File: config.mk
export PLATFORM = sky130hd
export DESIGN_NAME = pmem_wb_buffer
export DESIGN_NICKNAME = d
export VERILOG_FILES = /design/src/rtl/pmem_wb_buffer_pkg.sv /design/src/rtl/pmem_wb_storage.sv /design/src/rtl/pmem_wb_buffer.sv
export SDC_FILE = /design/constraint.sdc
export NUM_CORES = 2
export LEC_CHECK = 0
export BUFFER_PORTS_ARGS = -buffer_cell sky130_fd_sc_hd__buf_2
export CORE_AREA = 2 2 606 307
export CTS_CLUSTER_SIZE = 10
export DETAILED_ROUTE_END_ITERATION = 8
export DIE_AREA = 0 0 608 309
export GPL_ROUTABILITY_DRIVEN = 0
export PLACE_DENSITY = 0.55
export SYNTH_ARGS = -nofsm -noshare
export SYNTH_HDL_FRONTEND = slang
export SYNTH_HIERARCHICAL = 1
export SYNTH_SLANG_ARGS = --single-unit
File: constraint.sdc
create_clock -name clk -period 46.9 [get_ports clk]
set_input_delay 2.345 -clock clk [delete_from_list [all_inputs] [get_ports clk]]
set_output_delay 2.345 -clock clk [all_outputs]
set_load 0.1 [all_outputs]
File: src/rtl/pmem_wb_buffer_pkg.sv
// Shared types and constants for the physical-memory write-back buffer.
// Lines are 256 bits wide. A buffered line is identified by its address
// bits [31:5], which form the line tag.
package pmem_wb_buffer_pkg;

    localparam int LINE_W   = 256;
    localparam int OFFSET_W = 5;
    localparam int LTAG_W   = 27;

    // One buffered dirty line.
    typedef struct packed {
        logic [LTAG_W-1:0] tag;
        logic [LINE_W-1:0] data;
    } wb_entry_t;

    // Scheduler states.
    typedef enum logic [1:0] {
        ST_IDLE  = 2'd0,
        ST_READ  = 2'd1,
        ST_DRAIN = 2'd2,
        ST_ACK   = 2'd3
    } wb_state_t;

    // Rebuild a line-aligned memory address from a line tag.
    function automatic logic [31:0] line_addr(input logic [LTAG_W-1:0] tag);
        return {tag, {OFFSET_W{1'b0}}};
    endfunction

endpackage

File: src/rtl/pmem_wb_storage.sv
// Circular FIFO of buffered dirty lines with a fully associative tag match.
// Writes coalesce in place, so at most one valid entry matches a given tag.
// Build option PMEM_WB_FORWARD_EN adds the match_data port, which exposes
// the matching entry's data so the scheduler can forward it to reads.
module pmem_wb_storage
    import pmem_wb_buffer_pkg::*;
#(
    parameter int DEPTH = 4,
    localparam int PTR_W = $clog2(DEPTH),
    localparam int CNT_W = $clog2(DEPTH + 1)
) (
    input  logic              clk,
    input  logic              rst,
    input  logic [LTAG_W-1:0] lookup_tag,
    input  logic              push,
    input  logic              write_hit,
    input  logic [LINE_W-1:0] wdata,
    input  logic              pop,
    output logic              match,
    output wb_entry_t         head_entry,
`ifdef PMEM_WB_FORWARD_EN
    output logic [LINE_W-1:0] match_data,
`endif
    output logic [CNT_W-1:0]  count,
    output logic              full
);

    wb_entry_t        entries [DEPTH];
    logic [DEPTH-1:0] valid;
    logic [DEPTH-1:0] match_vec;
    logic [PTR_W-1:0] head;
    logic [PTR_W-1:0] tail;
    logic [PTR_W-1:0] match_idx;

    // Compare the lookup tag against every valid entry.
    always_comb begin
        match_vec = '0;
        for (int i = 0; i < DEPTH; i++) begin
            match_vec[i] = valid[i] && (entries[i].tag == lookup_tag);
        end
    end

    // Encode the single matching entry into an index.
    always_comb begin
        match_idx = '0;
        for (int i = 0; i < DEPTH; i++) begin
            if (match_vec[i]) begin
                match_idx = PTR_W'(i);
            end
        end
    end

    assign match      = |match_vec;
    assign full       = (count == CNT_W'(DEPTH));
    assign head_entry = entries[head];
`ifdef PMEM_WB_FORWARD_EN
    assign match_data = entries[match_idx].data;
`endif

    // Line storage: new lines land at the tail, coalescing writes overwrite in place.
    always_ff @(posedge clk) begin
        if (push) begin
            entries[tail] <= '{tag: lookup_tag, data: wdata};
        end else if (write_hit) begin
            entries[match_idx].data <= wdata;
        end
    end

    // Pointers, occupancy and valid bits; push and pop never coincide.
    always_ff @(posedge clk or posedge rst) begin
        if (rst) begin
            head  <= '0;
            tail  <= '0;
            count <= '0;
            valid <= '0;
        end else begin
            if (push) begin
                valid[tail] <= 1'b1;
                tail        <= tail + PTR_W'(1);
            end
            if (pop) begin
                valid[head] <= 1'b0;
                head        <= head + PTR_W'(1);
            end
            case ({push, pop})
                2'b10:   count <= count + CNT_W'(1);
                2'b01:   count <= count - CNT_W'(1);
                default: count <= count;
            endcase
        end
    end

endmodule

File: src/rtl/pmem_wb_buffer.sv
// Write-back buffer and scheduler between the cache-line arbiter and
// physical memory. Dirty evictions are absorbed into a small FIFO so read
// misses reach memory first; buffered lines drain whenever no request is
// waiting. Build option PMEM_WB_FORWARD_EN lets reads that hit a buffered
// line return its data directly; without it such reads first drain the
// buffer up to and including the matching line and then read memory.
//
// Upstream handshake: up_read / up_write are held by the requester until
// the one-cycle up_resp pulse. Memory handshake: mem_read / mem_write are
// held by this block until the one-cycle mem_resp pulse.
module pmem_wb_buffer
    import pmem_wb_buffer_pkg::*;
#(
    parameter int DEPTH = 4
) (
    input  logic              clk,
    input  logic              rst,
    input  logic [31:0]       up_address,
    output logic [LINE_W-1:0] up_rdata,
    input  logic [LINE_W-1:0] up_wdata,
    input  logic              up_read,
    input  logic              up_write,
    output logic              up_resp,
    output logic [31:0]       mem_address,
    input  logic [LINE_W-1:0] mem_rdata,
    output logic [LINE_W-1:0] mem_wdata,
    output logic              mem_read,
    output logic              mem_write,
    input  logic              mem_resp
);

    localparam int CNT_W = $clog2(DEPTH + 1);

    wb_state_t         state;
    logic [LTAG_W-1:0] up_tag;
    logic              match;
    logic              full;
    logic [CNT_W-1:0]  count;
    wb_entry_t         head_entry;
    logic [LINE_W-1:0] rdata_q;
    logic              idle;
    logic              push;
    logic              write_hit;
    logic              pop;
    logic              go_read;
    logic              go_fwd;
    logic              go_drain;
    logic              unused_offset;
`ifdef PMEM_WB_FORWARD_EN
    logic [LINE_W-1:0] match_data;
`endif

    // Byte offset within a line plays no part in buffering.
    assign unused_offset = ^up_address[OFFSET_W-1:0];
    assign up_tag        = up_address[31:OFFSET_W];

    pmem_wb_storage #(
        .DEPTH (DEPTH)
    ) u_storage (
        .clk        (clk),
        .rst        (rst),
        .lookup_tag (up_tag),
        .push       (push),
        .write_hit  (write_hit),
        .wdata      (up_wdata),
        .pop        (pop),
        .match      (match),
        .head_entry (head_entry),
`ifdef PMEM_WB_FORWARD_EN
        .match_data (match_data),
`endif
        .count      (count),
        .full       (full)
    );

    // Decisions taken in IDLE, in priority order: reads, then writes, then drains.
    assign idle      = (state == ST_IDLE);
    assign go_read   = idle && up_read && !match;
    assign write_hit = idle && !up_read && up_write && match;
    assign push      = idle && !up_read && up_write && !match && !full;
`ifdef PMEM_WB_FORWARD_EN
    assign go_fwd    = idle && up_read && match;
    assign go_drain  = idle && !up_read && (up_write ? (!match && full) : (count != '0));
`else
    assign go_fwd    = 1'b0;
    assign go_drain  = idle && (up_read ? match : (up_write ? (!match && full) : (count != '0)));
`endif
    assign pop       = (state == ST_DRAIN) && mem_resp;

    // A memory read completes upstream in the same cycle as mem_resp.
    assign up_resp  = (state == ST_ACK) || ((state == ST_READ) && mem_resp);
    assign up_rdata = (state == ST_READ) ? mem_rdata : rdata_q;

    // Scheduler: sequences memory reads, write-backs and upstream acknowledges.
    always_ff @(posedge clk or posedge rst) begin
        if (rst) begin
            state       <= ST_IDLE;
            mem_read    <= 1'b0;
            mem_write   <= 1'b0;
            mem_address <= '0;
            mem_wdata   <= '0;
            rdata_q     <= '0;
        end else begin
            case (state)
                ST_IDLE: begin
                    if (go_read) begin
                        mem_read    <= 1'b1;
                        mem_address <= line_addr(up_tag);
                        state       <= ST_READ;
                    end else if (go_fwd) begin
`ifdef PMEM_WB_FORWARD_EN
                        rdata_q <= match_data;
`endif
                        state   <= ST_ACK;
                    end else if (push || write_hit) begin
                        state <= ST_ACK;
                    end else if (go_drain) begin
                        mem_write   <= 1'b1;
                        mem_address <= line_addr(head_entry.tag);
                        mem_wdata   <= head_entry.data;
                        state       <= ST_DRAIN;
                    end
                end
                ST_READ: begin
                    if (mem_resp) begin
                        mem_read <= 1'b0;
                        rdata_q  <= mem_rdata;
                        state    <= ST_IDLE;
                    end
                end
                ST_DRAIN: begin
                    if (mem_resp) begin
                        mem_write <= 1'b0;
                        state     <= ST_IDLE;
                    end
                end
                ST_ACK: begin
                    state <= ST_IDLE;
                end
                default: begin
                    state <= ST_IDLE;
                end
            endcase
        end
    end

endmodule
==> impl_metrics.yaml <==
detailed_routing:
  drt_iter0_drc: 2588
  dr_wl_met2_um: 93500
  highest_layer: "met5"
  wl_met1_um: 78000
  vias_per_cell: 5.00
  ant_nets: 0
  wl_met3_um: 11900
  drt-total-wl_um: 190000
  vias: 35100
  routedWlPerCell_um: 27.0
  drc: 0
  dr.pass1.iters: 5
synthesis:
  synth.avg_cell_area_um2: 20.5
  ys.flop_type: "edfxtp_1"
  async_flop_share_pct: 32.9
  ys_seq_area_share_pct: 71.2
  postSynthCellCount: 3269
  yosysWarnings: 6
  netlist-cell-type-count: 44
  ys_seq_elements: 1686
  synth_area_um2: 67200
  synth-edff-count: 1132
finish:
  fin_area_um2: 80900
  final_cells: 7029
  drive_gt1_share_pct: 53.0
  post-route-util_pct: 44.4
  nets: 4994
  synthToLayoutAreaGrowth_pct: 20.5
floorplanning:
  die_area_um2: 188000
  initial_core_util_pct: 36.9
  rows: 111
  fp.dieW_um: 608
  io_pins: 1096
  fp.dieH_um: 309
  core-area_um2: 182000
critical_path:
  path_class: "in -> reg"
  crit_buf_inv: 4
  slowest_delay_ns: 0.92
  r2r-start: "u_storage/entries[0][276]"
  critPathCaptureType: "flop"
  crit_chain: "buf_2 -> xnor2_1 -> nand4_1 -> nor4_1 -> nand3_1 -> nand4_1 -> nand2b_1 -> a21boi_2 -> and3_4 -> buf_4 -> buf_4 -> buf_4 -> mux2_4"
  path_max_fanout: 53
  cp_slowest_cell: "buf_4"
  arrival_ns: 8.58
  start_kind: "input pin"
  crit_family: "buffers and inverters"
  required_ns: 47.60
  r2r_end: "mem_wdata[130]"
  rr_worst_depth: 12
  r2r_setup_slack_ns: 40.31
  path_common_cell: "buf_4"
sta:
  finalHoldViolCount: 0
  slew_headroom_pct: 24.3
  tns_ns: 0
  period_needed_ns: 7.88
  setup_viol: 0
  rsz0062_at_grt: "no"
  fmax_ghz: 0.127
  fin_crit_sh_pct: 16.8
  maxSlewViolCount: 0
  skew_ns: 0.0561
  worstMarginPinSlew_ns: 1.14
clock_network:
  ctsResizeCount: 0
  root_buffer: "clkbuf_16"
  cts_hold_buf: 0
  cts_buffers: 197
  clk_latency_ns: 0.81
  clock-sinks: 1686
  cts_tree: "done"
  post_cts_buffers: 0
  path_clk_slew_ns: 0.06
  cts_max_path_buffers: 4
  h-tree-depth: 4
placement:
  place_hpwl_um: 128000
  portBuffers: 1085
  postPlaceCellArea_um2: 75200
  dp.cells: 6661
job:
  cap_violations: 0
global_route:
  track_usage_pct: 19.6
  grt_max_degree: 137
  grt_overflow: 0
  antenna_found_initial: 106
  grt_pass1_vias: 35700
  grt_pass1_wl_um: 267000
min_path:
  whs_path_depth: 1
  hold_path_startpoint: "u_storage/count[2]"
  min_to: "u_storage/count[2]"
  hold_path.class: "reg -> reg"
run_status:
  status: "complete, no violations"
[per-layer routing]
layer | vias to the layer above | GRT usage [%]
met2 | 1016 | 32.8
met3 | 395 | 5.42
met4 | 44 | 5.74
li1 | 15300 | -
met1 | 18400 | 25.0
met5 | - | 0
[placed cells by master (no fill, tap or decap), types with 12 or more instances in the layout]
cell,instances
mux2_4,240
xnor2_1,61
clkbuf_16,199
mux4_2,283
o211ai_1,27
edfxtp_1,1132
mux2_2,525
nand2_1,63
buf_2,1085
xor2_1,52
dfrtp_1,552
diode_2,25
nand4_1,46
inv_1,14
clkbuf_1,127
buf_4,57
ha_1,12
nor4_1,16
[sequential cells by signal, summed over array words and instances, names as in the netlist]
register           flops
mem_write              1
u_storage/tail         2
mem_address           27
u_storage/count        3
u_storage/valid        4
rdata_q              256
state                  2
mem_wdata            256
mem_read               1
u_storage/head         2
u_storage/entries   1132
[worst register-to-register path, delay by kind of cell (launching register included)]
kind | cells | cell delay, ns
buffers and inverters | 3 | 2.72
and+or+nand+nor | 6 | 2.16
xor gates and xnor gates | 1 | 0.52
muxes | 1 | 0.50
DFF | 1 | 0.43
AOI/OAI and AO/OA | 1 | 0.17
[synthesized netlist by cell type, types with 4 or more instances]
| library cell | instances | area [um2] |
|---|---|---|
| mux2_2 | 525 | 5910 |
| nor4_1 | 16 | 100 |
| nand3_1 | 4 | 20.0 |
| buf_1 | 15 | 56.3 |
| buf_6 | 29 | 327 |
| mux4_2 | 283 | 6370 |
| inv_1 | 15 | 56.3 |
| buf_4 | 5 | 37.5 |
| nand4_1 | 46 | 288 |
| buf_2 | 64 | 320 |
| clkbuf_1 | 72 | 270 |
| nand2b_1 | 4 | 25.0 |
| dfrtp_1 | 554 | 13900 |
| a21oi_1 | 11 | 55.1 |
| mux2_4 | 240 | 3600 |
| xor2_1 | 52 | 455 |
| edfxtp_1 | 1132 | 34000 |
| ha_1 | 13 | 163 |
| nor2_1 | 5 | 18.8 |
| nand2_1 | 65 | 244 |
| o211ai_1 | 27 | 203 |
| xnor2_1 | 61 | 534 |
[final cells by class]
type / instances / area [um2]
clock buffer: 330 / 5510
inverter: 15 / 63.8
tap: 2429 / 3040
clock inverter: 13 / 140
sequential: 1686 / 47900
timing repair buffer: 1144 / 5900
antenna: 25 / 62.6
multi-input combinational: 1387 / 18400
fill: 16000 / 101000
[cell families after synthesis]
group,share of synthesized area [%]
mux,23.7
flops,71.2
compound gates,0.529
other cells,0.00558
buf+inv,1.59
fa+ha+maj,0.272
simple gates,1.17
xor+xnor,1.47
[worst max-delay path by stage]
stage | startpoint | depth (start not counted) | to
CTS | up_address[11] | 14 | u_storage/entries[3][171]
finish | up_address[13] | 13 | mem_wdata[130]
floorplan | up_address[11] | 12 | u_storage/entries[1][0]
global placement | up_address[11] | 14 | u_storage/entries[3][115]
global route | up_address[11] | 14 | u_storage/entries[3][111]
detailed placement | up_address[11] | 14 | u_storage/entries[3][115]
[per-stage QoR]
stage,hold slack [ns],setup WS (ns)
final,0.492,39.02
after global placement,0.476,38.21
after CTS,0.492,39.09
after floorplan,0.457,22.68
after detailed placement,0.479,38.19
after global routing,0.508,38.75
Power is not shown: default switching activity piles up to over one toggle a cycle in this logic, so the estimate is an artifact.
